### config.mk
export PLATFORM = sky130hd
export DESIGN_NAME = pulse_capture_sequencer
export DESIGN_NICKNAME = d
export VERILOG_FILES = /design/src/rtl/pulse_capture_pkg.sv /design/src/rtl/capture_result_fifo.sv /design/src/rtl/pulse_capture_sequencer.sv
export SDC_FILE = /design/constraint.sdc
export NUM_CORES = 1
export LEC_CHECK = 0
export ABC_AREA = 1
export CAP_MARGIN = 5
export CORE_ASPECT_RATIO = 1.25
export CORE_MARGIN = 3
export CORE_UTILIZATION = 55
export CTS_BUF_LIST = sky130_fd_sc_hd__clkbuf_8
export DETAILED_ROUTE_END_ITERATION = 12
export HOLD_SLACK_MARGIN = 0.1
export PLACE_DENSITY = 0.75
export SETUP_SLACK_MARGIN = 0.4
export SYNTH_ARGS = -nofsm -noshare
export SYNTH_HDL_FRONTEND = slang
export SYNTH_HIERARCHICAL = 1
export SYNTH_SLANG_ARGS = --single-unit
### constraint.sdc
create_clock -name clk -period 7.4 [get_ports clk]
set_input_delay 1.11 -clock clk [delete_from_list [all_inputs] [get_ports clk]]
set_output_delay 1.11 -clock clk [all_outputs]
set_load 0.02 [all_outputs]
### src/rtl/pulse_capture_pkg.sv
// Shared types and default parameters for the pulse capture sequencer.
package pulse_capture_pkg;

   localparam int DEF_BUS_WIDTH  = 32;
   localparam int DEF_FIFO_DEPTH = 8;
   localparam int DEF_TIMEOUT    = 1048576;

   typedef enum logic [2:0] {
      ST_IDLE,
      ST_ARM,
      ST_WAIT,
      ST_READ,
      ST_CLEAR
   } state_t;

endpackage

### src/rtl/capture_result_fifo.sv
// First-word-fall-through result FIFO with level and simultaneous push/pop.
module capture_result_fifo #(
   parameter int WIDTH = 32,
   parameter int DEPTH = 8
) (
   input  logic                     clk,
   input  logic                     rst_n,
   input  logic                     push_i,
   input  logic [WIDTH-1:0]         data_i,
   input  logic                     pop_i,
   output logic [WIDTH-1:0]         data_o,
   output logic                     empty_o,
   output logic                     full_o,
   output logic [$clog2(DEPTH):0]   level_o,
   output logic                     drop_o
);

   localparam int AW = $clog2(DEPTH);

   logic [WIDTH-1:0] mem_q [DEPTH];
   logic [AW-1:0]    wr_ptr_q, rd_ptr_q;
   logic [AW:0]      level_q, level_d;
   logic             pop_ok, push_ok;

   assign empty_o = (level_q == '0);
   assign full_o  = (level_q == (AW+1)'(DEPTH));
   assign pop_ok  = pop_i && !empty_o;
   // A full FIFO still takes a push when the head leaves on the same edge.
   assign push_ok = push_i && (!full_o || pop_ok);
   assign drop_o  = push_i && !push_ok;
   assign level_o = level_q;
   assign data_o  = empty_o ? '0 : mem_q[rd_ptr_q];

   always_comb begin
      level_d = level_q;
      case ({push_ok, pop_ok})
         2'b10:   level_d = level_q + 1'b1;
         2'b01:   level_d = level_q - 1'b1;
         default: level_d = level_q;
      endcase
   end

   always_ff @(posedge clk) begin
      if (push_ok) mem_q[wr_ptr_q] <= data_i;
   end

   always_ff @(posedge clk or negedge rst_n) begin
      if (!rst_n) begin
         wr_ptr_q <= '0;
         rd_ptr_q <= '0;
         level_q  <= '0;
      end else begin
         if (push_ok) wr_ptr_q <= wr_ptr_q + 1'b1;
         if (pop_ok)  rd_ptr_q <= rd_ptr_q + 1'b1;
         level_q <= level_d;
      end
   end

endmodule

### src/rtl/pulse_capture_sequencer.sv
// Drives an external capture unit (trigger/wait/read/clear) and queues results.
// Optional min/max pulse statistics when PULSE_CAPTURE_STATS_EN is defined.
module pulse_capture_sequencer
   import pulse_capture_pkg::*;
#(
   parameter int BUS_WIDTH  = DEF_BUS_WIDTH,
   parameter int FIFO_DEPTH = DEF_FIFO_DEPTH,
   parameter int TIMEOUT    = DEF_TIMEOUT
) (
   input  logic                          clk,
   input  logic                          rst_n,
   input  logic                          start,
   input  logic                          stop,
   input  logic [7:0]                    count,
   output logic                          cap_trigger,
   output logic                          cap_oe,
   output logic                          cap_int_clr,
   input  logic                          cap_int,
   input  logic [BUS_WIDTH-1:0]          cap_data,
   input  logic                          rd_en,
   output logic [BUS_WIDTH-1:0]          rd_data,
`ifdef PULSE_CAPTURE_STATS_EN
   output logic [BUS_WIDTH-1:0]          min_width,
   output logic [BUS_WIDTH-1:0]          max_width,
`endif
   output logic                          empty,
   output logic                          full,
   output logic                          busy,
   output logic                          overflow,
   output logic                          timeout,
   output logic [$clog2(FIFO_DEPTH):0]   level
);

   localparam int            TW        = $clog2(TIMEOUT + 1);
   localparam logic [TW-1:0] WAIT_LAST = TW'(TIMEOUT - 1);

   state_t        state_q, state_d;
   logic [7:0]    remaining_q, remaining_d;
   logic [TW-1:0] wait_q, wait_d;
   logic          stop_pend_q, stop_pend_d;
   logic          timeout_q, timeout_d;
   logic          overflow_q, overflow_d;
   logic          trig_q, oe_q, clr_q;
   logic          start_run, push, fifo_drop;

   assign start_run = (state_q == ST_IDLE) && start && !stop;
   assign push      = (state_q == ST_READ);

   always_comb begin
      state_d     = state_q;
      remaining_d = remaining_q;
      wait_d      = wait_q;
      stop_pend_d = stop_pend_q;
      timeout_d   = timeout_q;
      overflow_d  = overflow_q | fifo_drop;
      case (state_q)
         ST_IDLE: begin
            if (start_run) begin
               state_d     = ST_ARM;
               remaining_d = count;
               stop_pend_d = 1'b0;
               timeout_d   = 1'b0;
               overflow_d  = 1'b0;
            end
         end
         ST_ARM: begin
            wait_d  = '0;
            state_d = stop ? ST_IDLE : ST_WAIT;
         end
         ST_WAIT: begin
            if (stop) begin
               state_d = ST_IDLE;
            end else if (cap_int) begin
               state_d = ST_READ;
            end else if (wait_q == WAIT_LAST) begin
               state_d   = ST_IDLE;
               timeout_d = 1'b1;
            end else begin
               wait_d = wait_q + 1'b1;
            end
         end
         ST_READ: begin
            // A stop here is deferred so the unit is always left cleared.
            state_d = ST_CLEAR;
            if (stop) stop_pend_d = 1'b1;
         end
         ST_CLEAR: begin
            if (remaining_q != 8'd0) remaining_d = remaining_q - 8'd1;
            if (stop || stop_pend_q || remaining_q == 8'd1) state_d = ST_IDLE;
            else                                              state_d = ST_ARM;
         end
         default: state_d = ST_IDLE;
      endcase
   end

   always_ff @(posedge clk or negedge rst_n) begin
      if (!rst_n) begin
         state_q     <= ST_IDLE;
         remaining_q <= '0;
         wait_q      <= '0;
         stop_pend_q <= 1'b0;
         timeout_q   <= 1'b0;
         overflow_q  <= 1'b0;
         trig_q      <= 1'b0;
         oe_q        <= 1'b0;
         clr_q       <= 1'b0;
      end else begin
         state_q     <= state_d;
         remaining_q <= remaining_d;
         wait_q      <= wait_d;
         stop_pend_q <= stop_pend_d;
         timeout_q   <= timeout_d;
         overflow_q  <= overflow_d;
         // Strobes decoded from next state so each is a clean flop output.
         trig_q      <= (state_d == ST_ARM);
         oe_q        <= (state_d == ST_READ);
         clr_q       <= (state_d == ST_CLEAR);
      end
   end

   assign cap_trigger = trig_q;
   assign cap_oe      = oe_q;
   assign cap_int_clr = clr_q;
   assign busy        = (state_q != ST_IDLE);
   assign timeout     = timeout_q;
   assign overflow    = overflow_q;

   capture_result_fifo #(
      .WIDTH (BUS_WIDTH),
      .DEPTH (FIFO_DEPTH)
   ) u_fifo (
      .clk     (clk),
      .rst_n   (rst_n),
      .push_i  (push),
      .data_i  (cap_data),
      .pop_i   (rd_en),
      .data_o  (rd_data),
      .empty_o (empty),
      .full_o  (full),
      .level_o (level),
      .drop_o  (fifo_drop)
   );

`ifdef PULSE_CAPTURE_STATS_EN
   logic [BUS_WIDTH-1:0] min_q, max_q;

   always_ff @(posedge clk or negedge rst_n) begin
      if (!rst_n) begin
         min_q <= '1;
         max_q <= '0;
      end else if (start_run) begin
         min_q <= '1;
         max_q <= '0;
      end else if (push) begin
         if (cap_data < min_q) min_q <= cap_data;
         if (cap_data > max_q) max_q <= cap_data;
      end
   end

   assign min_width = min_q;
   assign max_width = max_q;
`endif

endmodule

## Yosys cells after proc, flatten, opt, wreduce, memory -nomap -nowiden

Memory sizes are Yosys's and may differ from the RTL's.
Index checks and enable logic that the tools add are counted.

| word-level totals | value |
|---|---|
| output and inout port bits | 44 |
| logic and storage cells | 91 |
| memory bits (read-only) | 0 |
| memories | 1 |
| bits in registers | 48 |
| bits in writable memories | 256 |
| latch bits | 0 |
| input bits | 46 |

Memories:

| memory | words | bits a word | rd ports | clocked after memory_dff | wr ports | RTL line | text |
|---|---|---|---|---|---|---|---|
| u_fifo.mem_q | 8 | 32 | 1 | 0 | 1 | capture_result_fifo.sv:20 | `logic [WIDTH-1:0] mem_q [DEPTH];` |

| cells by class | value |
|---|---|
| add/subtract/negate cells | 6 |
| equal/unequal tests | 19 |
| reduce and logical (&&, ||, !) cells | 25 |
| order comparisons | 0 |
| bitwise operators | 1 |
| shifts and indexed selects | 0 |
| multipliers | 0 |
| divide/modulo/power cells | 0 |
| mux-type cells | 27 |

Operator list:

| kind | number |
|---|---|
| 21-bit 2-to-1 mux | 3 |
| 21-bit case mux with 2 select lines | 1 |
| 32-bit 2-to-1 mux | 1 |
| 21-bit by 1-bit adder with 21-bit output, second input constant | 1 |
| 21-bit by 20-bit == test with 1-bit output, second input constant | 1 |
| 8-bit 2-to-1 mux | 2 |
| 8-bit case mux with 2 select lines | 1 |
| 3-bit case mux with 5 select lines | 1 |
| 2-bit inequality test, second input constant | 7 |
| 3-bit 2-to-1 mux | 4 |
| 1-bit 2-to-1 mux | 10 |
| 2-bit nonzero test | 5 |
| 3-bit by 2-bit == test with 1-bit output, second input constant | 3 |
| 8-bit by 1-bit == test with 1-bit output, second input constant | 1 |
| 4-bit case mux with 2 select lines | 1 |
| 8-bit nonzero test | 1 |
| 8-bit by 1-bit subtractor with 8-bit output, second input constant | 1 |
| 3-bit by 1-bit adder with 3-bit output, second input constant | 2 |
| 3-bit by 1-bit == test with 1-bit output, second input constant | 2 |
| 3-bit == test, second input constant | 2 |
| 3-bit AND reduction | 2 |
| 1-bit logical AND | 5 |
| 5-bit AND reduction | 1 |
| 4-bit by 1-bit adder with 4-bit output, second input constant | 1 |
| other kinds (13) | 19 |

## Logic depth before layout (Yosys ltp)

| depth | value |
|---|---|
| word-level depth | 10 |
| gate-level depth with buffers | 16 |
| depth with buffers taken out | 16 |

## By module

The synthesis kept the hierarchy.

By module, submodules not included:

| module | area each (um2) | cells an instance | instances | sequential area each (um2) |
|---|---|---|---|---|
| capture_result_fifo | 10696.5 | 874 | 1 | 7937.6 |
| pulse_capture_sequencer | 2414.8 | 363 | 1 | 950.9 |

## Least setup slack after synthesis

Ideal clock, no wire load.

| timing path | value |
|---|---|
| path kind | input to register |
| start point | input port rd_en |
| end point | memory u_fifo.mem_q[7][0], enable pin |
| path buffers | 0 |
| arrival | 3625 ps |
| data required time | 6939 ps |
| library setup time | 461 ps |
| stages on the path | 4 |
| slack | 3314 ps |
| path through | nand2_2 -> nand2_1 -> nand2_2 -> nor3_1 |

| on the way | value |
|---|---|
| cells in the longest elaborated chain, start to end | 5 |

RTL lines:

| item | RTL line | text |
|---|---|---|
| start, declared | pulse_capture_sequencer.sv:20 | `input logic rd_en,` |
| 1-bit logical AND | capture_result_fifo.sv:27 | `assign pop_ok = pop_i && !empty_o;` |
| 1-bit logical OR | capture_result_fifo.sv:29 | `assign push_ok = push_i && (!full_o \|\| pop_ok);` |
| 1-bit logical AND | capture_result_fifo.sv:29 |  |
| 1-bit 2-to-1 mux | capture_result_fifo.sv:44 | `if (push_ok) mem_q[wr_ptr_q] <= data_i;` |
| 1-bit 2-to-1 mux (implied by the code) | capture_result_fifo.sv:44 |  |
| end, declared | capture_result_fifo.sv:20 |  |

No other way between the ends.

## Worst setup path in the final report

| timing path | value |
|---|---|
| start point | register u_fifo.rd_ptr_q[0] |
| end point | output port rd_data[2] |

| on the way | value |
|---|---|
| cells in the longest elaborated chain, start to end | 2 |

RTL lines:

| item | RTL line | text |
|---|---|---|
| start, declared | capture_result_fifo.sv:21 | `logic [AW-1:0] wr_ptr_q, rd_ptr_q;` |
| start signal, assigned | capture_result_fifo.sv:54 | `if (pop_ok) rd_ptr_q <= rd_ptr_q + 1'b1;` |
| memory 8 x 32 bit | - |  |
| 32-bit 2-to-1 mux | capture_result_fifo.sv:32 | `assign data_o = empty_o ? '0 : mem_q[rd_ptr_q];` |
| end, declared | pulse_capture_sequencer.sv:21 | `output logic [BUS_WIDTH-1:0] rd_data,` |

No other way between the ends.

==> results.py <==
metrics = {
    "power_and_ir_drop": {
        "switching_share_pct": 36.86,
        "power_frac_clock_pct": 24.4,
        "p_leak_uw": 0.005478,
        "power_density_nw_per_um2": 356.4,
        "ir_drop_v": 0.0002444,
        "p_comb_share_pct": 36.8,
        "power_frac_seq_pct": 38.7,
        "internal-power_uw": 3393,
        "p_sw_uw": 1981,
    },
    "sta": {
        "max_slew_margin_pct": 22.05,
        "fmax_ghz": 0.2174,
        "worstMarginPinSlew_ns": 1.166,
        "fin_crit_sh_pct": 62.17,
        "rsz0062_at_grt": "no",
        "finClkSkew_ns": 0.009840,
        "hold_viol_final": 0,
        "finalSetupViolCount": 0,
        "slew_viol_final": 0,
        "post-route-min-period_ns": 4.601,
        "setup_tns_ns": 0,
    },
    "setup_path": {
        "slowest_delay_ns": 0.74,
        "path_cells": "clkinv_2, buf_4, o21ai_0, o21ai_0, o21ai_1, nor2_1, clkdlybuf4s50_1",
        "crit_path_frequent_cell": "o21ai_0",
        "timing.critical_path.from": "u_fifo/rd_ptr_q[0]",
        "start_kind": "register",
        "crit_arrival_ns": 3.49,
        "worst-setup-path-type": "reg -> out",
        "rr_startpoint": "u_fifo/level_o[0]",
        "cp_num_buf_inv": 3,
        "cpMaxStageDelayCell": "dfrtp_4",
        "crit_path_end_kind": "output pin",
        "crit_family": "buffers and inverters",
        "cp_max_fo": 51,
        "worstPathRequired_ns": 6.29,
    },
    "global_routing": {
        "antenna_found_initial": 1,
        "grt_pass1_wl_mm": 43.27,
        "grt_usage_pct": 21.25,
        "grt_pass1_vias": 8799,
        "grt_max_degree": 85,
        "grt-ovfl-total": 0,
    },
    "floorplanning": {
        "ioPinCount": 90,
        "num_rows": 62,
        "design.die.area_sq_um": 25740,
        "core_sq_um": 23190,
        "fp.dieW_microns": 144.1,
        "initial_core_util_pct": 56.53,
        "die_height_microns": 178.6,
    },
    "min_path": {
        "hp-class": "reg -> reg",
        "worstHoldStart": "timeout",
    },
    "synthesis": {
        "yosysWarningCount": 6,
        "syn_nets": 1292,
        "synth_area_sq_um": 13110,
        "synth_cell_types": 33,
        "synth.area.top_cells": "edfxtp_1 59%, nor2_1 9.4%, dfrtp_1 9.2%",
        "seq_area_frac_synth_pct": 67.79,
        "synth_area_per_cell_sq_um": 10.60,
        "synth_top_area_share_pct": 58.63,
        "ys_ff_latch": 304,
        "synthCells": 1237,
        "synth_top_area_cell": "edfxtp_1",
    },
    "drt": {
        "wire_per_inst_microns": 16.33,
        "drtIter0Drc": 494,
        "drc_errors": 0,
        "wl_mm": 26.97,
        "via_count": 9029,
        "ant_nets": 0,
        "first_pass_iters": 6,
        "viasPerCell": 5.465,
    },
    "cells_and_area": {
        "final_cell_mix": "325 x nor2_1, 256 x edfxtp_1, 166 x nand2_1, 166 x o21ai_0, 88 x clkdlybuf4s50_1",
        "drive_gt1_share_pct": 8.070,
        "final_common_cell": "nor2_1",
        "postLayoutCellArea_sq_um": 15080,
        "area_growth_pct": 15.00,
        "nNetsFinal": 1383,
    },
    "placed_design": {
        "dp_hpwl_mm": 15.22,
        "place_congestion": 0.8636,
        "placed_area_sq_um": 14190,
        "io_buffers": 89,
    },
    "clock_network": {
        "cts-buffers-inserted": 45,
        "cts.path.max_buffers": 3,
        "clk_pin_slew_ns": 0.06,
        "clock_sinks": 304,
        "cts_hold_buf": 0,
        "insertion_delay_ns": 0.55,
        "post_cts_resized": 0,
        "cts_tree": "built",
        "cts.htree.levels": 2,
        "post-cts-setup-buffers": 0,
        "cts_root_buf": "clkbuf_8",
    },
    "run_status": {
        "outcome": "completed",
    },
    "job": {
        "cap_violations": 0,
    },
}
-- final cells by class --
cell class | instances | area (sq um)
multi-input cells | 822 | 3750
well taps | 288 | 360.3
fillers | 1778 | 8117
diodes | 1 | 2.502
clock buffers | 48 | 660.6
repair buffers | 102 | 983.4
inverters | 53 | 200.2
flip-flops and latches | 304 | 8896
clock inverters | 34 | 225.2
-- logic make-up (layout without fill, tap and decap cells) --
group,count (synthesis),after routing,share of synthesized area [%]
flip-flops,304,304,67.79
other,0,1,0
buffers and inverters,111,237,3.989
XOR/XNOR,16,16,1.069
AO/OA/AOI/OAI,250,250,9.677
adder cells (fa/ha/maj),9,9,0.9162
AND/OR/NAND/NOR,547,547,16.56
-- power groups by stage --
stage / clock [uW] / combinational, uW / sequential, uW
floorplan: 0 / 1390 / 2040
global placement: 0 / 1950 / 2110
detailed placement: 0 / 1990 / 2110
CTS: 1350 / 1990 / 2080
global route: 1430 / 2210 / 2100
finish: 1310 / 1980 / 2080
-- stage by stage --
stage | utilization (%) | power, uW | hold slack (ns) | cells | setup slack (ns)
after detailed placement | 61.18 | 4098 | 0.4849 | 1569 | 3.395
after global routing | 65.00 | 5736 | 0.5443 | 1651 | 2.545
after CTS | 65.00 | 5419 | 0.5081 | 1651 | 2.793
after global placement | 61.18 | 4055 | 0.4840 | 1569 | 3.434
final | 65.01 | 5374 | 0.5072 | 1652 | 2.799
after floorplan | - | 3425 | 0.4633 | 1237 | 3.314
-- cells in the mapped netlist --
library cell and count:
xor2_1 11, a31oi_1 1, nor3b_1 3, a21oi_1 4, buf_6 6, and2_1 1
nor3_1 4, nor2_4 2, a21oi_4 1, o22ai_1 1, dfrtp_1 48, buf_1 2
nand3_1 25, nand4_1 6, buf_4 7, nor2_1 329, inv_1 42, nand2_4 2
xnor2_1 5, o21ai_2 1, nand2_1 166, clkbuf_1 23, o21ai_1 76, fa_1 1
nand2_2 5, clkbuf_2 5, inv_2 11, nor2_2 4, buf_8 1, o21ai_0 166
ha_1 8, edfxtp_1 256, buf_2 14
-- metal layers --
layer | wire length [microns] | track usage [%]
met1 | 10900 | 26.01
met4 | 629 | 6.829
met3 | 1884 | 4.800
met2 | 13540 | 37.29
met5 | 13 | 0
-- worst reg2reg max path: cells and delay by family, from the launching register on --
family | cells | cell delay, ns
flops | 1 | 0.47
simple gates | 6 | 2.55
-- flip-flops by register name, summed over array words and instances (netlist names) --
| register | cells |
|---|---|
| wait_q | 21 |
| u_fifo/rd_ptr_q | 3 |
| cap_trigger | 1 |
| state_q | 3 |
| overflow | 1 |
| u_fifo/wr_ptr_q | 3 |
| timeout | 1 |
| u_fifo/mem_q | 256 |
| remaining_q | 8 |
| cap_int_clr | 1 |
| u_fifo/level_o | 4 |
| stop_pend_q | 1 |
| cap_oe | 1 |
-- path summary, 6_finish.rpt --
kind,end,cells after the start,slack (ns)
worst max-delay path,rd_data[2],7,2.80
worst min-delay path,timeout,2,0.51
worst max register to register,u_fifo/mem_q[2][23],6,3.98
worst min register to register,timeout,2,0.51
max in group asynchronous,u_fifo/rd_ptr_q[1],2,6.23
min in group asynchronous,remaining_q[6],2,0.67
No activity file was read; power rests on OpenSTA's default activity.
